File: src/rtl/adc_seq_pkg.sv
// ---------------------------------------------------------------------------
// adc_seq_pkg
// Shared definitions for the ADC conversion sequencer:
//   - seq_state_t : FSM state type (IDLE, START, WAIT, CAPTURE)
//   - MODE_*      : encodings of the 2-bit mode input
//   - SEL_*       : values driven on conv_sel (1 = ch1, 0 = ch2)
//   - select_channel() : channel chosen for a new conversion
// ---------------------------------------------------------------------------
package adc_seq_pkg;

    typedef enum logic [1:0] {
        ST_IDLE    = 2'd0,
        ST_START   = 2'd1,
        ST_WAIT    = 2'd2,
        ST_CAPTURE = 2'd3
    } seq_state_t;

    localparam logic [1:0] MODE_CH1  = 2'b00;
    localparam logic [1:0] MODE_CH2  = 2'b01;
    localparam logic [1:0] MODE_ALT  = 2'b10;
    localparam logic [1:0] MODE_HOLD = 2'b11;

    localparam logic SEL_CH1 = 1'b1;
    localparam logic SEL_CH2 = 1'b0;

    // Channel for a conversion launched now; next_ch only matters in MODE_ALT.
    function automatic logic select_channel(input logic [1:0] mode, input logic next_ch);
        case (mode)
            MODE_CH1: return SEL_CH1;
            MODE_CH2: return SEL_CH2;
            default:  return next_ch;
        endcase
    endfunction

endpackage

File: src/rtl/adc_seq_if.sv
// ---------------------------------------------------------------------------
// adc_seq_if
// Handshake between the sequencer and the serial ADC interface.
//   conv_start : one-cycle pulse launching a conversion (sequencer -> ADC)
//   conv_sel   : channel select, 1 = ch1, 0 = ch2       (sequencer -> ADC)
//   conv_done  : one-cycle pulse, conv_data valid        (ADC -> sequencer)
//   conv_data  : converted sample, DATA_W bits           (ADC -> sequencer)
// Modports: master = sequencer side, slave = serial interface side.
// ---------------------------------------------------------------------------
interface adc_seq_if #(
    parameter int DATA_W = 12
);
    logic              conv_start;
    logic              conv_sel;
    logic              conv_done;
    logic [DATA_W-1:0] conv_data;

    modport master (output conv_start, output conv_sel,
                    input  conv_done,  input  conv_data);
    modport slave  (input  conv_start, input  conv_sel,
                    output conv_done,  output conv_data);
endinterface

File: src/rtl/adc_seq_peak.sv
// ---------------------------------------------------------------------------
// adc_seq_peak
// Per-channel peak-hold register with saturating decay.
//   clk, reset_n : clock, asynchronous active-low reset
//   capture      : a new sample is being written this edge
//   sample       : value being captured
//   decay        : decrement the peak by one (saturates at 0)
//   peak         : held peak value
// With capture and decay together: peak <= max(sample, sat(peak - 1)).
// ---------------------------------------------------------------------------
module adc_seq_peak #(
    parameter int DATA_W = 12
) (
    input  logic              clk,
    input  logic              reset_n,
    input  logic              capture,
    input  logic              decay,
    input  logic [DATA_W-1:0] sample,
    output logic [DATA_W-1:0] peak
);
    logic [DATA_W-1:0] decayed;
    logic [DATA_W-1:0] peak_nxt;

    always_comb begin
        decayed = peak;
        if (decay && (peak != '0)) decayed = peak - DATA_W'(1);
        peak_nxt = decayed;
        if (capture && (sample > decayed)) peak_nxt = sample;
    end

    always_ff @(posedge clk or negedge reset_n) begin
        if (!reset_n) peak <= '0;
        else          peak <= peak_nxt;
    end
endmodule

File: src/rtl/adc_sequencer.sv
// ---------------------------------------------------------------------------
// adc_sequencer
// Paces serial ADC conversions from sample_tick and stores results per channel.
//   clk, reset_n           : clock, asynchronous active-low reset
//   sample_tick            : one-cycle conversion request
//   mode                   : 00 ch1, 01 ch2, 10 alternate, 11 hold
//   conv (adc_seq_if.master): conv_start/conv_sel out, conv_done/conv_data in
//   ch1_sample, ch2_sample : last captured sample per channel
//   ch1_valid, ch2_valid   : one-cycle pulse when the sample register updates
//   overrun, timeout_err   : sticky error flags, cleared by err_clr
//   ch1_peak, ch2_peak     : peak-hold values (0 unless ADC_SEQ_PEAK_EN)
//   peak_decay             : decrement both peaks (ADC_SEQ_PEAK_EN only)
// Build option: define ADC_SEQ_PEAK_EN to include the peak-hold logic.
// ---------------------------------------------------------------------------
module adc_sequencer
    import adc_seq_pkg::*;
#(
    parameter int TIMEOUT_CYCLES = 64,
    parameter int DATA_W         = 12
) (
    input  logic              clk,
    input  logic              reset_n,
    input  logic              sample_tick,
    input  logic [1:0]        mode,
    adc_seq_if.master         conv,
    output logic [DATA_W-1:0] ch1_sample,
    output logic [DATA_W-1:0] ch2_sample,
    output logic              ch1_valid,
    output logic              ch2_valid,
    output logic              overrun,
    output logic              timeout_err,
    input  logic              err_clr,
    output logic [DATA_W-1:0] ch1_peak,
    output logic [DATA_W-1:0] ch2_peak,
    input  logic              peak_decay
);
    localparam int CNT_W = $clog2(TIMEOUT_CYCLES + 1);
    localparam logic [CNT_W-1:0] CNT_LAST = CNT_W'(TIMEOUT_CYCLES - 1);

    seq_state_t        state;
    logic              conv_start_q;
    logic              conv_sel_q;
    logic              next_ch;
    logic              alt_q;       // current conversion was launched in MODE_ALT
    logic [CNT_W-1:0]  wait_cnt;
    logic [DATA_W-1:0] cap_q;

    assign conv.conv_start = conv_start_q;
    assign conv.conv_sel   = conv_sel_q;

    always_ff @(posedge clk or negedge reset_n) begin
        if (!reset_n) begin
            state        <= ST_IDLE;
            conv_start_q <= 1'b0;
            conv_sel_q   <= SEL_CH1;
            next_ch      <= SEL_CH1;
            alt_q        <= 1'b0;
            wait_cnt     <= '0;
            cap_q        <= '0;
            ch1_sample   <= '0;
            ch2_sample   <= '0;
            ch1_valid    <= 1'b0;
            ch2_valid    <= 1'b0;
            overrun      <= 1'b0;
            timeout_err  <= 1'b0;
        end else begin
            conv_start_q <= 1'b0;
            ch1_valid    <= 1'b0;
            ch2_valid    <= 1'b0;

            // Clear first; error events below are later assignments and win.
            if (err_clr) begin
                overrun     <= 1'b0;
                timeout_err <= 1'b0;
            end
            if (sample_tick && (state != ST_IDLE)) overrun <= 1'b1;

            case (state)
                ST_IDLE: begin
                    if (sample_tick && (mode != MODE_HOLD)) begin
                        state        <= ST_START;
                        conv_start_q <= 1'b1;
                        conv_sel_q   <= select_channel(mode, next_ch);
                        alt_q        <= (mode == MODE_ALT);
                    end
                end
                ST_START: begin
                    state    <= ST_WAIT;
                    wait_cnt <= '0;
                end
                ST_WAIT: begin
                    if (conv.conv_done) begin
                        cap_q <= conv.conv_data;
                        state <= ST_CAPTURE;
                    end else if (wait_cnt == CNT_LAST) begin
                        state       <= ST_IDLE;
                        timeout_err <= 1'b1;
                        if (alt_q) next_ch <= ~conv_sel_q;
                    end else begin
                        wait_cnt <= wait_cnt + CNT_W'(1);
                    end
                end
                ST_CAPTURE: begin
                    if (conv_sel_q == SEL_CH1) begin
                        ch1_sample <= cap_q;
                        ch1_valid  <= 1'b1;
                    end else begin
                        ch2_sample <= cap_q;
                        ch2_valid  <= 1'b1;
                    end
                    if (alt_q) next_ch <= ~conv_sel_q;
                    state <= ST_IDLE;
                end
                default: state <= ST_IDLE;
            endcase
        end
    end

`ifdef ADC_SEQ_PEAK_EN
    // Peaks update on the same edge as the sample registers.
    logic cap1;
    logic cap2;
    assign cap1 = (state == ST_CAPTURE) && (conv_sel_q == SEL_CH1);
    assign cap2 = (state == ST_CAPTURE) && (conv_sel_q == SEL_CH2);

    adc_seq_peak #(.DATA_W(DATA_W)) u_peak1 (
        .clk     (clk),
        .reset_n (reset_n),
        .capture (cap1),
        .decay   (peak_decay),
        .sample  (cap_q),
        .peak    (ch1_peak)
    );
    adc_seq_peak #(.DATA_W(DATA_W)) u_peak2 (
        .clk     (clk),
        .reset_n (reset_n),
        .capture (cap2),
        .decay   (peak_decay),
        .sample  (cap_q),
        .peak    (ch2_peak)
    );
`else
    logic unused_peak_decay;
    assign unused_peak_decay = peak_decay;
    assign ch1_peak = '0;
    assign ch2_peak = '0;
`endif
endmodule

File: src/flat_wrapper.sv
// flat-port wrapper written by rule: the top's interface ports become plain ports
module adc_sequencer_flat import adc_seq_pkg::*;
#(
    parameter int TIMEOUT_CYCLES = 64,
    parameter int DATA_W         = 12
)
  (clk, reset_n, sample_tick, mode, ch1_sample, ch2_sample, ch1_valid, ch2_valid, overrun, timeout_err, err_clr, ch1_peak, ch2_peak, peak_decay, conv_conv_start, conv_conv_sel, conv_conv_done, conv_conv_data);
  adc_seq_if #(.DATA_W(DATA_W)) conv_i ();
  input  logic clk;
  input  logic reset_n;
  input  logic sample_tick;
  input  logic [1:0] mode;
  output logic [DATA_W-1:0] ch1_sample;
  output logic [DATA_W-1:0] ch2_sample;
  output logic ch1_valid;
  output logic ch2_valid;
  output logic overrun;
  output logic timeout_err;
  input  logic err_clr;
  output logic [DATA_W-1:0] ch1_peak;
  output logic [DATA_W-1:0] ch2_peak;
  input  logic peak_decay;
  output wire logic [$bits(conv_i.conv_start)-1:0] conv_conv_start;
  output wire logic [$bits(conv_i.conv_sel)-1:0] conv_conv_sel;
  input wire logic [$bits(conv_i.conv_done)-1:0] conv_conv_done;
  input wire logic [$bits(conv_i.conv_data)-1:0] conv_conv_data;
  assign conv_conv_start = conv_i.conv_start;
  assign conv_conv_sel = conv_i.conv_sel;
  assign conv_i.conv_done = conv_conv_done;
  assign conv_i.conv_data = conv_conv_data;
  adc_sequencer #(.TIMEOUT_CYCLES(TIMEOUT_CYCLES), .DATA_W(DATA_W)) u_core (.clk(clk), .reset_n(reset_n), .sample_tick(sample_tick), .mode(mode), .conv(conv_i), .ch1_sample(ch1_sample), .ch2_sample(ch2_sample), .ch1_valid(ch1_valid), .ch2_valid(ch2_valid), .overrun(overrun), .timeout_err(timeout_err), .err_clr(err_clr), .ch1_peak(ch1_peak), .ch2_peak(ch2_peak), .peak_decay(peak_decay));
endmodule
File: config.mk
export PLATFORM = sky130hd
export DESIGN_NAME = adc_sequencer_flat
export DESIGN_NICKNAME = d
export VERILOG_FILES = /design/src/rtl/adc_seq_pkg.sv /design/src/rtl/adc_seq_if.sv /design/src/rtl/adc_seq_peak.sv /design/src/rtl/adc_sequencer.sv /design/src/flat_wrapper.sv
export SDC_FILE = /design/constraint.sdc
export NUM_CORES = 1
export LEC_CHECK = 0
export ABC_AREA = 1
export CAP_MARGIN = 20
export CELL_PAD_IN_SITES_DETAIL_PLACEMENT = 1
export CELL_PAD_IN_SITES_GLOBAL_PLACEMENT = 1
export CORE_MARGIN = 3
export CORE_UTILIZATION = 37
export DETAILED_ROUTE_END_ITERATION = 6
export MAX_ROUTING_LAYER = met4
export PLACE_DENSITY = 0.88
export RECOVER_POWER = 100
export SLEW_MARGIN = 25
export SYNTH_ARGS = -nofsm -noshare
export SYNTH_HDL_FRONTEND = slang
export SYNTH_SLANG_ARGS = --single-unit
export TNS_END_PERCENT = 20
File: constraint.sdc
create_clock -name clk -period 4.4 [get_ports clk]
set_clock_uncertainty 0.15 [all_clocks]
set_input_delay 0.66 -clock clk [delete_from_list [all_inputs] [get_ports clk]]
set_output_delay 0.66 -clock clk [all_outputs]
set_load 0.005 [all_outputs]
**Word level (Yosys, flattened, before mapping)**

Index checks and enable logic that the tools add are counted.

- Muxes and demuxes: 24
- Bitwise gates (word level): 1
- Add/subtract/negate cells: 1
- Equality and inequality tests: 12
- Reductions and logical operators: 15

Operator list:

| operator | count |
|---|---|
| $mux W1 | 15 |
| $mux W7 | 2 |
| $pmux W7 S2 | 1 |
| $reduce_and A2 Y1 | 5 |
| $pmux W2 S4 | 1 |
| $reduce_bool A2 Y1 | 4 |
| $add A7 B1 Y7 const B | 1 |
| $eq A7 B6 Y1 const B | 1 |
| $eq A2 B2 Y1 const B | 3 |
| $mux W2 | 3 |
| $ne A2 B2 Y1 const B | 3 |
| $reduce_and A3 Y1 | 2 |
| $eq A2 B1 Y1 const B | 2 |
| $logic_not A2 Y1 | 2 |
| $ne A2 B1 Y1 const B | 2 |
| $pmux W1 S2 | 2 |
| $ne A3 B2 Y1 const B | 1 |
| $logic_and A1 B1 Y1 | 2 |
| $not A1 Y1 | 1 |

- Logic and storage cells: 66
- Output and inout port bits: 54
- Flip-flop bits (word level): 53

**Depth between registers and ports, before layout**

Gate-level depths: netlist of run 1.

- Depth after elaboration: 5
- Depth in mapped cells: 9

**Worst setup path after synthesis of run 1**

OpenSTA, ideal clock, no wires.

- Path type: register -> register
- Start point: reg u_core.wait_cnt[0]
- End point: reg u_core.wait_cnt[5]
- Arrival: 1152 ps
- Clock period less this slack: 1433 ps
- Library setup time: 131 ps
- Buffers on the path: 0
- Setup slack: 2967 ps
- Cell stages (with the launch flop): 7
- Cells stage by stage: dfrtp_1 > ha_1 > nand2_1 > nor2_2 > nand2_2 > a21oi_4 > o21ai_0

- Longest elaborated chain between the ends: 4

Ends and longest elaborated chain:

| item | RTL line | source |
|---|---|---|
| from (decl) | adc_sequencer.sv:45 | `logic [CNT_W-1:0] wait_cnt;` |
| from (signal assigned) | adc_sequencer.sv:100 | `wait_cnt <= wait_cnt + CNT_W'(1);` |
| $add A7 B1 Y7 | adc_sequencer.sv:100 |  |
| $mux W7 | adc_sequencer.sv:95 | `end else if (wait_cnt == CNT_LAST) begin` |
| $mux W7 | adc_sequencer.sv:92 | `if (conv.conv_done) begin` |
| $pmux W7 S2 | adc_sequencer.sv:78 | `case (state)` |

Several ways; a longest one is shown, not always the timed one. The select of a mux whose other input is x is not followed.
A chain may end at the register's enable or synchronous reset.

**Worst setup path after layout of run 1**

- Start point: in conv_conv_done
- End point: reg u_core.cap_q[2]

- Longest elaborated chain between the ends: 1

Ends and longest elaborated chain:

| item | RTL line | source |
|---|---|---|
| from (decl) | flat_wrapper.sv:25 | `input wire logic [$bits(conv_i.conv_done)-1:0] conv_conv_done;` |
| $reduce_and A2 Y1 (no source line) | - |  |
| to (signal assigned) | adc_sequencer.sv:93 | `cap_q <= conv.conv_data;` |
| to (decl) | adc_sequencer.sv:46 | `logic [DATA_W-1:0] cap_q;` |

Every way passes these cells.

==> impl_metrics.yaml, run 1 <==
run_status:
  status: "finished, final reports clean"
synth:
  avgSynthCellArea_um2: 9.54
  ys_seq_area_frac: 0.548
  ys_ff_latch: 53
  synth_cell_types: 27
  netlist_instances: 254
  synth_area_um2: 2420
  yosysWarnings: 0
clocking:
  cts_max_level: 2
  tritoncts: "built"
  cts.reportedPaths.clkPinSlew_ps: 90
  cts.repair.resized: 0
  clk_latency_ps: 290
  clockBufferDepth: 2
  cts-root-buf: "clkbuf_8"
  post_cts_buffers: 0
  cts_buffers: 5
  cts_sinks: 53
  hold_buffers: 0
floorplan:
  initial_core_util: 0.395
  core_area_um2: 6130
  ios: 74
  die_area_um2: 7560
  die_y_um: 86.9
  row_count: 28
  die_w_um: 86.9
global_route:
  grt_pass1_wl_mm: 8.38
  grt_max_degree: 54
  grt_pass1_vias: 1862
  grt_usage: 0.144
  grt_antenna_before_repair: 0
  grt-ovfl-total: 0
place:
  placed_cell_area_um2: 2840
  hpwl_mm: 3.66
  portBuffers: 48
  place_congestion: 0.762
route:
  wl_per_cell_um: 13.2
  wl_met1_mm: 2.09
  routed.top_layer: "met4"
  route.met2.wl_mm: 2.62
  vias: 1763
  wl_met3_um: 256
  routed_via_density: 4.65
  ant_nets: 0
  firstDrtPassIters: 5
  wl_mm: 5.01
  drtIter0Drc: 57
  drc: 0
setup_path:
  cp-startpoint: "conv_conv_done"
  worstSetupPathType: "in2reg"
  required_ps: 4440
  worst_setup_path_end_kind: "register"
  timing.rr.end: "u_core.cap_q[2]"
  worstPathArrival_ps: 2490
  worst_setup_path_start_kind: "primary input"
  cp_max_fo: 24
  r2r_slack_ps: 2250
  r2r_cells: 5
  r2r_start: "u_core.state[1]"
finish:
  finalNetCount: 324
  final_cell_mix: "nand2_1 (67), dfrtp_1 (51), o21ai_0 (40)"
  fin_util: 0.462
  layout-drive-gt1-share: 0.0461
  area.growth.synth_to_final_pct: 17.0
  seq_area_um2: 1330
  postLayoutCellArea_um2: 2840
  nFillCells: 735
  final_common_cell: "nand2_1"
  multi_input_area_um2: 743
  diodes: 0
pwr:
  peakVddDrop_mv: 0.275
  pwr-share-comb: 0.363
  power_leakage_uw: 0.00139
  switching_share: 0.348
  power_frac_clock: 0.160
  switchingPower_uw: 575
  power_frac_seq: 0.478
  power.density_nw_per_um2: 582
  p_int_uw: 1080
  p_total_uw: 1650
sta:
  slew_headroom: 0.483
  hold_viol: 0
  setup_viol: 0
  period_needed_ps: 2450
  setup_tns_ps: 0
  max_freq_mhz: 408
  rsz0062_at_grt: "no"
  maxSlewViolCount: 0
  finalCritPeriodShare: 0.558
  worst_slew_pin_slew_ps: 771
flow_run:
  max_cap_viol_count: 0
worst_hold_path:
  min_path_type: "reg2reg"
  min_from: "u_core.next_ch"
  min_path_cells: 2
  whs_endpoint: "u_core.next_ch"
[power groups by stage]
| stage | logic, µW | registers (µW) | clock network [µW] |
|---|---|---|---|
| finish | 599 | 789 | 263 |
| global route | 697 | 817 | 291 |
| CTS | 737 | 801 | 274 |
| detailed placement | 734 | 809 | 0 |
| global placement | 693 | 801 | 0 |
| floorplan | 413 | 800 | 0 |
[cell usage after synthesis, drive strengths merged]
library cell  instances  area [µm²]
a21boi                1        7.51
a21oi                 2        21.3
a31oi                 1        6.26
buf                  30         248
conb                  1        3.75
dfrtp                51        1280
dfstp                 2        52.6
ha                    1        12.5
inv                  27         104
nand2                69         277
nand3                 9        45.0
nand3b                1        7.51
nand4                 1        6.26
nor2                 12        60.1
o211ai                1        7.51
o21ai                43         272
xor2                  2        17.5
[critical path, cell delays in order]
cell	delay, ps
dlygate4sd3_1	570
nand2_1	180
clkinvlp_2	670
o21ai_0	420
[state kept, by name (all words and copies together) (netlist names)]
name and flops:
u_core.overrun 1, u_core.ch2_sample 12, u_core.timeout_err 1, u_core.state 2
u_core.ch2_valid 1, u_core.wait_cnt 7, u_core.alt_q 1, u_core.ch1_valid 1
u_core.conv.conv_sel 1, u_core.ch1_sample 12, u_core.cap_q 12, u_core.conv.conv_start 1
u_core.next_ch 1
[per-layer routing]
metal | vias up | GRT usage
met4 | 0 | 0.0382
met1 | 860 | 0.170
met5 | - | -
met2 | 49 | 0.250
li1 | 850 | -
met3 | 4 | 0.0284
[worst max path at each step]
stage	slack, ps	end
finish	1950	u_core.cap_q[2]
floorplan	2970	u_core.wait_cnt[5]
detailed placement	2400	u_core.wait_cnt[5]
global placement	2450	u_core.wait_cnt[5]
CTS	2210	conv_conv_sel
global route	1740	u_core.cap_q[6]
[cells by family (layout without fill, tap and decap cells)]
group,after synthesis,after routing,synth area share
AOI/OAI and AO/OA,48,48,0.130
xor gates and xnor gates,2,2,0.00723
adders and majority gates,1,1,0.00516
and+or+nand+nor,92,92,0.163
other,1,24,0.00155
buffers and inverters,57,84,0.145
DFF,53,53,0.548
[metrics by stage]
step	cells	setup WS [ps]	hold WS (ps)
6_report	379	1950	323
3_3_place_gp	371	2450	302
3_5_place_dp	371	2400	314
2_1_floorplan	277	2970	214
4_1_cts	379	2210	327
5_1_grt	379	1740	360
[area by class of cell]
cell class / count / area share
clock buffer: 7 / 0.0269
clock inverter: 1 / 0.00265
inverter: 27 / 0.0362
multi-input combinational: 167 / 0.262
sequential: 53 / 0.469
tap: 75 / 0.0331
timing repair buffer: 49 / 0.170
(Power assumes the default switching activity.)
==> inputs of run 2 (changes only) <==
Settings changed: CORE_UTILIZATION 37 to 31, PLACE_DENSITY 0.88 to 0.79.
Clock period 4.4 ns to 2.2 ns, I/O delays scaled along.
==> impl_metrics.yaml, run 2 (synthesis gave the netlist of run 1 again) <==
sta:
  maxSlewViolCount: 0
  period_needed_ps: 1870
  rsz0062_at_grt: "no"
  finalCritPeriodShare: 0.852
  setup_viol: 0
  fin_hold_ws_ps: 325
  slew_headroom: 0.507
  worst_slew_pin_slew_ps: 739
  max_freq_mhz: 534
  hold_viol: 0
  setup_tns_ps: 0
floorplan:
  die_area_um2: 8920
  initial_core_util: 0.327
  die_y_um: 94.4
  die_w_um: 94.4
  row_count: 31
  core_area_um2: 7410
  ios: 74
finish:
  layout-drive-gt1-share: 0.0588
  stdcell_count: 405
  final_common_cell: "nand2_1"
  seq_area_um2: 1330
  final_cell_mix: "nand2_1 (67), dfrtp_1 (51), o21ai_0 (40)"
  area.growth.synth_to_final_pct: 20.0
  diodes: 0
  reg_top3: "u_core.cap_q x12, u_core.ch1_sample x12, u_core.ch2_sample x12"
  finalNetCount: 326
  multi_input_area_um2: 769
  nFillCells: 869
route:
  ant_nets: 0
  firstDrtPassIters: 4
  vias: 1734
  drc: 0
  routed_via_density: 4.28
  drtIter0Drc: 46
  wl_per_cell_um: 12.5
  wl_mm: 5.08
place:
  place_congestion: 0.768
  portBuffers: 48
  hpwl_mm: 3.76
  dp.cells: 396
global_route:
  grt_pass1_wl_mm: 8.76
  grt-ovfl-total: 0
  grt_pass1_vias: 1761
  grt_antenna_before_repair: 0
  grt_max_degree: 31
  grt_usage: 0.127
clocking:
  cts_buffers: 5
  cts.reportedPaths.clkPinSlew_ps: 90
  cts_max_level: 2
  cts-root-buf: "clkbuf_8"
  post_cts_buffers: 0
  clockBufferDepth: 2
  cts_sinks: 53
  clk_latency_ps: 300
  tritoncts: "built"
setup_path:
  cp_max_fo: 3
  required_ps: 1720
  r2r_cells: 6
  crit_cells: 1
  cpMaxStageDelayCell: "dfstp_1"
  worstSetupPathType: "reg2out"
  worstPathArrival_ps: 1390
  worst_setup_path_start_kind: "register"
  critical_path.top_delay_family: "flip-flops"
  cp_num_buf_inv: 1
  worst_setup_path_end_kind: "output port"
  slowest_delay_ps: 580
  path_cells: "clkdlybuf4s50_1"
pwr:
  p_total_uw: 3350
  power_leakage_uw: 0.00141
  power.density_nw_per_um2: 1150
  peakVddDrop_mv: 0.281
worst_hold_path:
  min_path_type: "reg2reg"
  min_path_cells: 2
flow_run:
  max_cap_viol_count: 0
run_status:
  status: "finished, final reports clean"
-- run 2: changes by cell type in the layout (fill, tap and decap cells not counted), sizes merged --
| cell | previous run | this run |
|---|---|---|
| clkdlybuf4s50 | 16 | 18 |
| buf | 2 | 1 |
| clkbuf | 7 | 8 |
| dlygate4sd3 | 31 | 30 |
| inv | 26 | 27 |
-- run 2: per-stage QoR --
stage / setup slack (ps) / utilization / instance area, µm²
finish: 326 / 0.393 / 2910
global route: 171 / 0.393 / 2910
CTS: 317 / 0.401 / 2970
detailed placement: 553 / 0.388 / 2880
global placement: 576 / 0.388 / 2880
floorplan: 767 / - / 2510
-- run 2: layout make-up --
| cell class | instances | area share |
|---|---|---|
| Sequential cell | 53 | 0.457 |
| Multi-Input combinational cell | 167 | 0.265 |
| Timing Repair Buffer | 51 | 0.171 |
| Tap cell | 99 | 0.0426 |
| Inverter | 27 | 0.0348 |
| Clock buffer | 6 | 0.0249 |
| Clock inverter | 2 | 0.00516 |
-- run 2: power by group --
group	total [µW]	switching, µW	internal (µW)
Sequential	1580	203	1380
Combinational	1230	660	566
Clock	542	317	225
-- run 2: what timing repair did --
action / CTS / global route
hold buffers: 1 / 0
endpoints found under the setup margin: 0 / 0
resized for setup: 0 / 0
endpoints found under the hold margin: 26 / 0
-- run 2: metal layers --
metal | routed length (µm) | up-vias | track usage
met5 | 0 | - | -
met4 | 53 | 0 | 0.0361
met3 | 216 | 4 | 0.0207
met2 | 2560 | 42 | 0.210
met1 | 2250 | 838 | 0.163
li1 | - | 850 | -
-- run 2: final timing paths --
kind | startpoint | to | slack, ps
min | u_core.next_ch | u_core.next_ch | 320
max | u_core.conv.conv_sel | conv_conv_sel | 330
min in group asynchronous | reset_n | u_core.ch2_sample[1] | 480
max in group asynchronous | reset_n | u_core.cap_q[4] | 650
min reg2reg | u_core.next_ch | u_core.next_ch | 320
max reg2reg | u_core.state[0] | u_core.cap_q[4] | 380
-- run 2: worst register-to-register path, delay by kind of cell (launching register included) --
family / cells / cell delay, ps
buffers and inverters: 3 / 770
flip-flops: 1 / 410
AND/OR/NAND/NOR: 2 / 180
AO/OA/AOI/OAI: 1 / 170
==> inputs of run 3 (changes only) <==
Settings changed: CORE_MARGIN 3 to not set, CORE_UTILIZATION 31 to 35, PLACE_DENSITY 0.79 to 0.84.
Clock period 2.2 ns to 1.9 ns, I/O delays scaled along.
==> impl_metrics.yaml, run 3 (synthesis gave the netlist of run 1 again) <==
setup_path:
  worst_setup_path_start_kind: "register"
  cp_max_fo: 3
  path_cells: "clkdlybuf4s50_1"
  slowest_delay_ps: 560
  r2r_cells: 7
  critical_path.top_delay_family: "flip-flops"
  cpMaxStageDelayCell: "dfstp_2"
  required_ps: 1460
  worstSetupPathType: "reg2out"
  crit_cells: 1
  worst_setup_path_end_kind: "output port"
  worstPathArrival_ps: 1350
  cp_num_buf_inv: 1
sta:
  finalCritPeriodShare: 0.939
  worst_slew_pin_slew_ps: 805
  setup_viol: 0
  setup_tns_ps: 0
  max_freq_mhz: 560
  rsz0062_at_grt: "no"
  maxSlewViolCount: 0
  period_needed_ps: 1780
  slew_headroom: 0.463
  fin_hold_ws_ps: 336
  hold_viol: 0
route:
  wl_per_cell_um: 13.0
  vias: 1748
  drc: 0
  drtIter0Drc: 49
  firstDrtPassIters: 4
  ant_nets: 0
  routed_via_density: 4.56
  wl_mm: 4.98
place:
  place_congestion: 0.800
  hpwl_mm: 3.71
  dp.cells: 374
  placed_cell_area_um2: 2850
  portBuffers: 48
clocking:
  hold_buffers: 1
  cts_max_level: 2
  cts-root-buf: "clkbuf_8"
  clk_latency_ps: 300
  cts_buffers: 5
  cts.repair.resized: 0
  cts.reportedPaths.clkPinSlew_ps: 90
  post_cts_buffers: 0
  clockBufferDepth: 2
  tritoncts: "built"
  cts_sinks: 53
finish:
  layout-drive-gt1-share: 0.0654
  diodes: 0
  finalNetCount: 326
  area.growth.synth_to_final_pct: 19.9
  final_common_cell: "nand2_1"
  final_cell_mix: "nand2_1 (67), dfrtp_1 (51), o21ai_0 (41)"
  fin_util: 0.445
  reg_top3: "u_core.cap_q x12, u_core.ch1_sample x12, u_core.ch2_sample x12"
  stdcell_count: 383
  postLayoutCellArea_um2: 2910
floorplan:
  initial_core_util: 0.371
  core_area_um2: 6530
  die_area_um2: 7260
  ios: 74
  die_w_um: 85.2
  die_y_um: 85.2
  row_count: 29
global_route:
  grt_antenna_before_repair: 0
  grt_pass1_wl_mm: 8.63
  grt-ovfl-total: 0
  grt_usage: 0.157
  grt_max_degree: 25
  grt_pass1_vias: 1821
pwr:
  power_frac_seq: 0.457
  peakVddDrop_mv: 0.409
  power_frac_clock: 0.194
  pwr-share-comb: 0.349
  switching_share: 0.333
  power_leakage_uw: 0.00142
  switchingPower_uw: 1340
  p_int_uw: 2670
  power.density_nw_per_um2: 1380
run_status:
  status: "finished, final reports clean"
flow_run:
  max_cap_viol_count: 0
worst_hold_path:
  min_path_cells: 2
  min_path_type: "reg2reg"
[run 3: cell count changes in the layout (fill, tap and decap cells not counted), sizes merged]
cell | previous run | this run
clkbuf | 8 | 9
clkinvlp | 2 | 0
bufinv | 0 | 1
[run 3: area by class of cell]
class	count	area, µm²
inverter	27	101
clock buffer	7	86.3
sequential	53	1330
fill	787	3630
timing repair buffer	51	499
clock inverter	1	30.0
tap	77	96.3
multi-input combinational	167	763
[run 3: tightest hold or removal path: stages, from the launching register on]
cell and delay [ps]:
dfrtp_1 350, nand2_1 50, o21ai_0 60
[run 3: per-layer routing]
| layer | vias up | global-route usage | wire length [µm] |
|---|---|---|---|
| met4 | 0 | 0.0770 | 108 |
| met3 | 9 | 0.0175 | 135 |
| met1 | 842 | 0.188 | 2150 |
| met5 | - | - | 0 |
| met2 | 47 | 0.263 | 2590 |
| li1 | 850 | - | - |
[run 3: power by group through the flow]
stage | combinational, µW | clock [µW] | sequential [µW]
5_1_grt | 1620 | 844 | 1910
3_5_place_dp | 1680 | 0 | 1880
3_3_place_gp | 1610 | 0 | 1850
4_1_cts | 1690 | 815 | 1860
6_report | 1400 | 778 | 1830
2_1_floorplan | 956 | 0 | 1850
[run 3: final timing paths]
check	start	to	slack, ps
max in group asynchronous	reset_n	u_core.wait_cnt[6]	280
worst max-delay path	u_core.conv.conv_sel	conv_conv_sel	120
worst max register to register	u_core.wait_cnt[0]	u_core.wait_cnt[6]	200
worst min-delay path	u_core.ch2_sample[2]	u_core.ch2_sample[2]	340
min in group asynchronous	reset_n	u_core.overrun	430
worst min register to register	u_core.ch2_sample[2]	u_core.ch2_sample[2]	340
[run 3: through the flow]
step | total power (µW) | worst slack (ps)
after global routing | 4370 | 54.3
after global placement | 3460 | 304
after floorplan | 2810 | 467
after CTS | 4370 | 88.1
final | 4010 | 116
after detailed placement | 3560 | 259
